**src/rtl/debounce_timer_arbiter_if.sv**
```systemverilog
// Client-side bundle for the shared debounce timer.
// Ports: timer_clr (client->arbiter), timer_done/busy/grant_id (arbiter->client).
interface debounce_timer_arbiter_if #(
   parameter int N_CH = 4
);
   logic [N_CH-1:0] timer_clr;
   logic [N_CH-1:0] timer_done;
   logic            busy;
   logic [1:0]      grant_id;

   modport master (
      output timer_clr,
      input  timer_done,
      input  busy,
      input  grant_id
   );

   modport slave (
      input  timer_clr,
      output timer_done,
      output busy,
      output grant_id
   );
endinterface

```
**src/rtl/debounce_timer_arbiter.sv**
```systemverilog
// One interval counter shared round-robin between N_CH debounce clients.
// Ports: clk, reset (async, active high), bus (slave: clr in; done/busy/grant out).
module debounce_timer_arbiter #(
   parameter int N_CH   = 4,
   parameter int PERIOD = 250000,
   parameter int CNT_W  = 18
) (
   input logic clk,
   input logic reset,
   debounce_timer_arbiter_if.slave bus
);
   typedef enum logic [1:0] {
      IDLE  = 2'd0,
      COUNT = 2'd1,
      DONE  = 2'd2
   } state_t;

   localparam logic [CNT_W-1:0] LAST = CNT_W'(PERIOD - 1);

   state_t          state_q, state_d;
   logic [CNT_W-1:0] cnt_q, cnt_d;
   logic [1:0]      rr_q, rr_d;
   logic [1:0]      gnt_q, gnt_d;
   logic [N_CH-1:0] served_q, served_d;
   logic [N_CH-1:0] req;
   logic [1:0]      pick;
   logic [1:0]      idx;
   logic            hit;
   logic            abort;

   // A client already served stays masked until it goes idle again.
   assign req   = ~bus.timer_clr & ~served_q;
   assign abort = bus.timer_clr[gnt_q];

   // Round-robin scan from rr_q; 2-bit index wraps mod N_CH.
   always_comb begin
      hit  = 1'b0;
      pick = rr_q;
      idx  = '0;
      for (int k = 0; k < N_CH; k++) begin
         idx = rr_q + 2'(k);
         if (!hit && req[idx]) begin
            hit  = 1'b1;
            pick = idx;
         end
      end
   end

   always_ff @(posedge clk or posedge reset) begin
      if (reset) begin
         state_q  <= IDLE;
         cnt_q    <= '0;
         rr_q     <= '0;
         gnt_q    <= '0;
         served_q <= '0;
      end else begin
         state_q  <= state_d;
         cnt_q    <= cnt_d;
         rr_q     <= rr_d;
         gnt_q    <= gnt_d;
         served_q <= served_d;
      end
   end

   always_comb begin
      state_d  = state_q;
      cnt_d    = cnt_q;
      rr_d     = rr_q;
      gnt_d    = gnt_q;
      served_d = served_q;
      unique case (state_q)
         IDLE: begin
            cnt_d = '0;
            if (hit) begin
               state_d = COUNT;
               gnt_d   = pick;
            end
         end
         COUNT: begin
            // Abort wins over terminal count.
            if (abort) begin
               state_d = IDLE;
               cnt_d   = '0;
               rr_d    = gnt_q + 2'd1;
            end else if (cnt_q == LAST) begin
               state_d = DONE;
            end else begin
               cnt_d = cnt_q + CNT_W'(1);
            end
         end
         DONE: begin
            state_d         = IDLE;
            cnt_d           = '0;
            rr_d            = gnt_q + 2'd1;
            served_d[gnt_q] = 1'b1;
         end
         default: begin
            state_d = IDLE;
            cnt_d   = '0;
         end
      endcase
      // An idle client always re-arms, even on the DONE edge.
      served_d = served_d & ~bus.timer_clr;
   end

   always_comb begin
      bus.timer_done = '0;
      if (state_q == DONE)
         bus.timer_done = {{(N_CH-1){1'b0}}, 1'b1} << gnt_q;
      bus.busy     = (state_q != IDLE);
      bus.grant_id = gnt_q;
   end
endmodule

```
**src/flat_wrapper.sv**
```systemverilog
// flat-port wrapper written by rule: the top's interface ports become plain ports
module debounce_timer_arbiter_flat 
#(
   parameter int N_CH   = 4,
   parameter int PERIOD = 250000,
   parameter int CNT_W  = 18
)
  (clk, reset, bus_timer_clr, bus_timer_done, bus_busy, bus_grant_id);
  debounce_timer_arbiter_if #(.N_CH(N_CH)) bus_i ();
  input logic clk;
  input logic reset;
  input wire logic [$bits(bus_i.timer_clr)-1:0] bus_timer_clr;
  output wire logic [$bits(bus_i.timer_done)-1:0] bus_timer_done;
  output wire logic [$bits(bus_i.busy)-1:0] bus_busy;
  output wire logic [$bits(bus_i.grant_id)-1:0] bus_grant_id;
  assign bus_i.timer_clr = bus_timer_clr;
  assign bus_timer_done = bus_i.timer_done;
  assign bus_busy = bus_i.busy;
  assign bus_grant_id = bus_i.grant_id;
  debounce_timer_arbiter #(.N_CH(N_CH), .PERIOD(PERIOD), .CNT_W(CNT_W)) u_core (.clk(clk), .reset(reset), .bus(bus_i));
endmodule
```
**config.mk**
```make
export PLATFORM = sky130hd
export DESIGN_NAME = debounce_timer_arbiter_flat
export DESIGN_NICKNAME = d
export VERILOG_FILES = /design/src/rtl/debounce_timer_arbiter_if.sv /design/src/rtl/debounce_timer_arbiter.sv /design/src/flat_wrapper.sv
export SDC_FILE = /design/constraint.sdc
export NUM_CORES = 1
export LEC_CHECK = 0
export CORE_MARGIN = 4
export CORE_UTILIZATION = 51
export DETAILED_ROUTE_END_ITERATION = 7
export GPL_ROUTABILITY_DRIVEN = 0
export GPL_TIMING_DRIVEN = 0
export PLACE_DENSITY_LB_ADDON = 0.05
export SYNTH_ARGS = -nofsm -noshare
export SYNTH_HDL_FRONTEND = slang
export SYNTH_SLANG_ARGS = --single-unit
```
**constraint.sdc**
```tcl
create_clock -name clk -period 1.65 [get_ports clk]
set_clock_uncertainty 0.1 [all_clocks]
set_input_delay 0.2475 -clock clk [delete_from_list [all_inputs] [get_ports clk]]
set_output_delay 0.2475 -clock clk [all_outputs]
set_load 0.01 [all_outputs]
```
==> results.sh <==
export IMPL_clk_path_buf_depth=2
export IMPL_ys_ff_latch=28
export IMPL_final_cell_mix="23 x dfrtp_1, 20 x buf_4"
export IMPL_crit_type="reg -> reg"
export IMPL_clk_pin_slew_ns=0.15
export IMPL_violations="negative setup slack"
export IMPL_dr_pass1_iters=5
export IMPL_htreeDepth=1
export IMPL_finalHoldViolCount=0
export IMPL_ant_nets=0
export IMPL_tightest_slew_ns=1.053
export IMPL_p_clk_frac=0.120
export IMPL_status="finished with violations"
export IMPL_cp_start_kind="flip-flop"
export IMPL_path_max_fanout=5
export IMPL_grt_use_total=0.2145
export IMPL_vdd_ir_drop_max_mv=0.9937
export IMPL_final_util=0.8162
export IMPL_drtIter0Drc=186
export IMPL_layout_setup_ws_ns=-0.1740
export IMPL_synth_edf_count=0
export IMPL_grt_overflow=0
export IMPL_setup_tns_ns=-3.145
export IMPL_grt_pass1_vias=1353
export IMPL_viasPerCell=6.579
export IMPL_slew_headroom=0.2970
export IMPL_dp_hpwl_um=2415
export IMPL_wire_per_inst_um=20.73
export IMPL_critPathCaptureType="flip-flop"
export IMPL_final_cells=242
export IMPL_wl_um=5016
export IMPL_drive_gt1_frac=0.4645
export IMPL_fp_dieH_um=63.40
export IMPL_cts_sinks=28
export IMPL_max_freq_ghz=0.5482
export IMPL_ys_warn_count=0
export IMPL_dp_cells=209
export IMPL_tritoncts="done"
export IMPL_synthesis_area_um2=1565
export IMPL_swShare=0.3860
export IMPL_power_frac_seq=0.320
export IMPL_min_path_type="in -> reg"
export IMPL_fin_crit_sh=1.105
export IMPL_hold_ws_ns=0.1299
export IMPL_ys_flop_type="dfrtp_1"
export IMPL_power_density_nw_per_um2=1197
export IMPL_rsz0062_at_grt="true"
export IMPL_max_cap_viol_count=0
export IMPL_p_leak_nw=0.9772
export IMPL_fillers=143
export IMPL_antenna_found_initial=0
export IMPL_period_needed_ns=1.824
export IMPL_layout_commonest_cell="dfrtp_1"
export IMPL_numCtsBuffers=3
export IMPL_grt_max_degree=29
export IMPL_synth_seq_area_share=0.4476
export IMPL_finalSetupViolations=26
export IMPL_fin_nets=223
export IMPL_grt_pass1_wl_um=6803
export IMPL_slew_violations=0
export IMPL_cp_data_arrival_time_ns=1.99
export IMPL_synth_nets=177
export IMPL_syn_to_final_growth_pct=48.76
export IMPL_dr_total_vias=1592
export IMPL_rows=19
export IMPL_p_switching_mw=1.076
export IMPL_multi_input_area_um2=1112
export IMPL_clockRootBuffer="clkbuf_4"
export IMPL_io_buffers=12
export IMPL_drc=0
export IMPL_ys_types=44
export IMPL_start_util=0.5487
export IMPL_syn_area_per_cell_um2=9.429
export IMPL_async_flop_share=1.000
export IMPL_crit_required_ns=1.82
export IMPL_core_area_um2=2853
export IMPL_ios=13
export IMPL_p_int_mw=1.711
export IMPL_pre_cts_ws_ns=-0.5261
export IMPL_final_seq_area_um2=706.9
export IMPL_reg2reg_slack_ns=-0.17
export IMPL_synthCells=166
export IMPL_clk_latency_ns=0.33
export IMPL_combPwrFrac=0.560
export IMPL_diodes=0
export IMPL_die_x_um=63.40
export IMPL_die_area_um2=4020
export IMPL_ctsHoldBuffers=0
[per-layer routing]
metal  vias up  wire length, um  GRT usage
met5         -                0          0
met4         0              153    0.06469
met3        27              445    0.03375
met2       109             2487     0.3533
met1       775             1929     0.2896
li1        681                -          -
[area by class of cell]
| type | count | share of cell area |
|---|---|---|
| Clock buffer | 4 | 0.01558 |
| Timing Repair Buffer | 42 | 0.1660 |
| Tap cell | 31 | 0.01666 |
| Multi-Input combinational cell | 130 | 0.4777 |
| Buffer | 1 | 0.01075 |
| Sequential cell | 28 | 0.3036 |
| Inverter | 6 | 0.009672 |
[critical path, stage by stage, from the launching register on]
cell,delay (ns)
dfrtp_1,0.48
ha_4,0.20
and3_2,0.25
and3_2,0.25
a2111o_1,0.43
o21ai_2,0.06
[flip-flops by register name, indices dropped and copies added (netlist names)]
register             cells
u_core.cnt_q            18
u_core.bus.grant_id      2
u_core.rr_q              2
u_core.state_q           2
u_core.served_q          4
[cells by family after synthesis]
| kind of cell | count (synthesis) | synth area share |
|---|---|---|
| AO/OA/AOI/OAI | 28 | 0.1183 |
| XOR/XNOR | 10 | 0.05595 |
| adder cells (fa/ha/maj) | 5 | 0.03997 |
| buffers and inverters | 8 | 0.02398 |
| flip-flops | 28 | 0.4476 |
| multiplexers | 4 | 0.03517 |
| AND/OR/NAND/NOR | 83 | 0.2790 |
[timing repair]
| item | in CTS | in global routing |
|---|---|---|
| setup endpoints to repair | 28 | 28 |
| resized for setup | 70 | 45 |
| pin swaps | 14 | 7 |
| setup buffers | 16 | 14 |
| endpoints found under the hold margin | 0 | 0 |
| gates cloned | 1 | 0 |
[cells in the mapped netlist (2+ instances only)]
| cell | number | share of area |
|---|---|---|
| mux2_2 | 2 | 0.014 |
| nor4_1 | 4 | 0.016 |
| nand2_1 | 10 | 0.024 |
| nor2_1 | 26 | 0.062 |
| a21boi_0 | 2 | 0.0096 |
| or2_2 | 2 | 0.0080 |
| nor3_1 | 5 | 0.016 |
| inv_1 | 6 | 0.014 |
| xnor2_1 | 5 | 0.028 |
| a21oi_1 | 9 | 0.029 |
| nand3_1 | 12 | 0.038 |
| and3_1 | 4 | 0.016 |
| nand4_1 | 2 | 0.0080 |
| dfrtp_1 | 28 | 0.45 |
| ha_1 | 5 | 0.040 |
| o21ai_0 | 6 | 0.019 |
| and2_1 | 5 | 0.020 |
| xor2_1 | 5 | 0.028 |
| nor2b_1 | 2 | 0.0080 |
| o31ai_1 | 2 | 0.0096 |
[through the flow]
step | total power, mW | cell area (um^2)
5_1_grt | 2.924 | 2328
2_1_floorplan | 1.322 | 1568
3_3_place_gp | 1.538 | 1727
3_5_place_dp | 1.545 | 1727
6_report | 2.787 | 2328
4_1_cts | 2.319 | 2088
[worst paths after layout]
path | start | end | cells after the start
setup / recovery | u_core.cnt_q[1] | u_core.cnt_q[3] | 5
setup reg to reg | u_core.cnt_q[1] | u_core.cnt_q[3] | 5
max in group asynchronous | reset | u_core.cnt_q[7] | 2
hold / removal | bus_timer_clr[2] | u_core.served_q[2] | 2
hold reg to reg | u_core.cnt_q[17] | u_core.cnt_q[17] | 2
min in group asynchronous | reset | u_core.served_q[1] | 2
[power by group through the flow]
stage          logic [mW]  clock network (mW)  registers, mW
2_1_floorplan       0.445                   0          0.877
3_5_place_dp        0.650                   0          0.895
3_3_place_gp        0.655                   0          0.883
4_1_cts              1.11               0.338          0.868
6_report             1.56               0.333          0.892
5_1_grt              1.65               0.370          0.901
No activity file was read; power rests on OpenSTA's default activity.
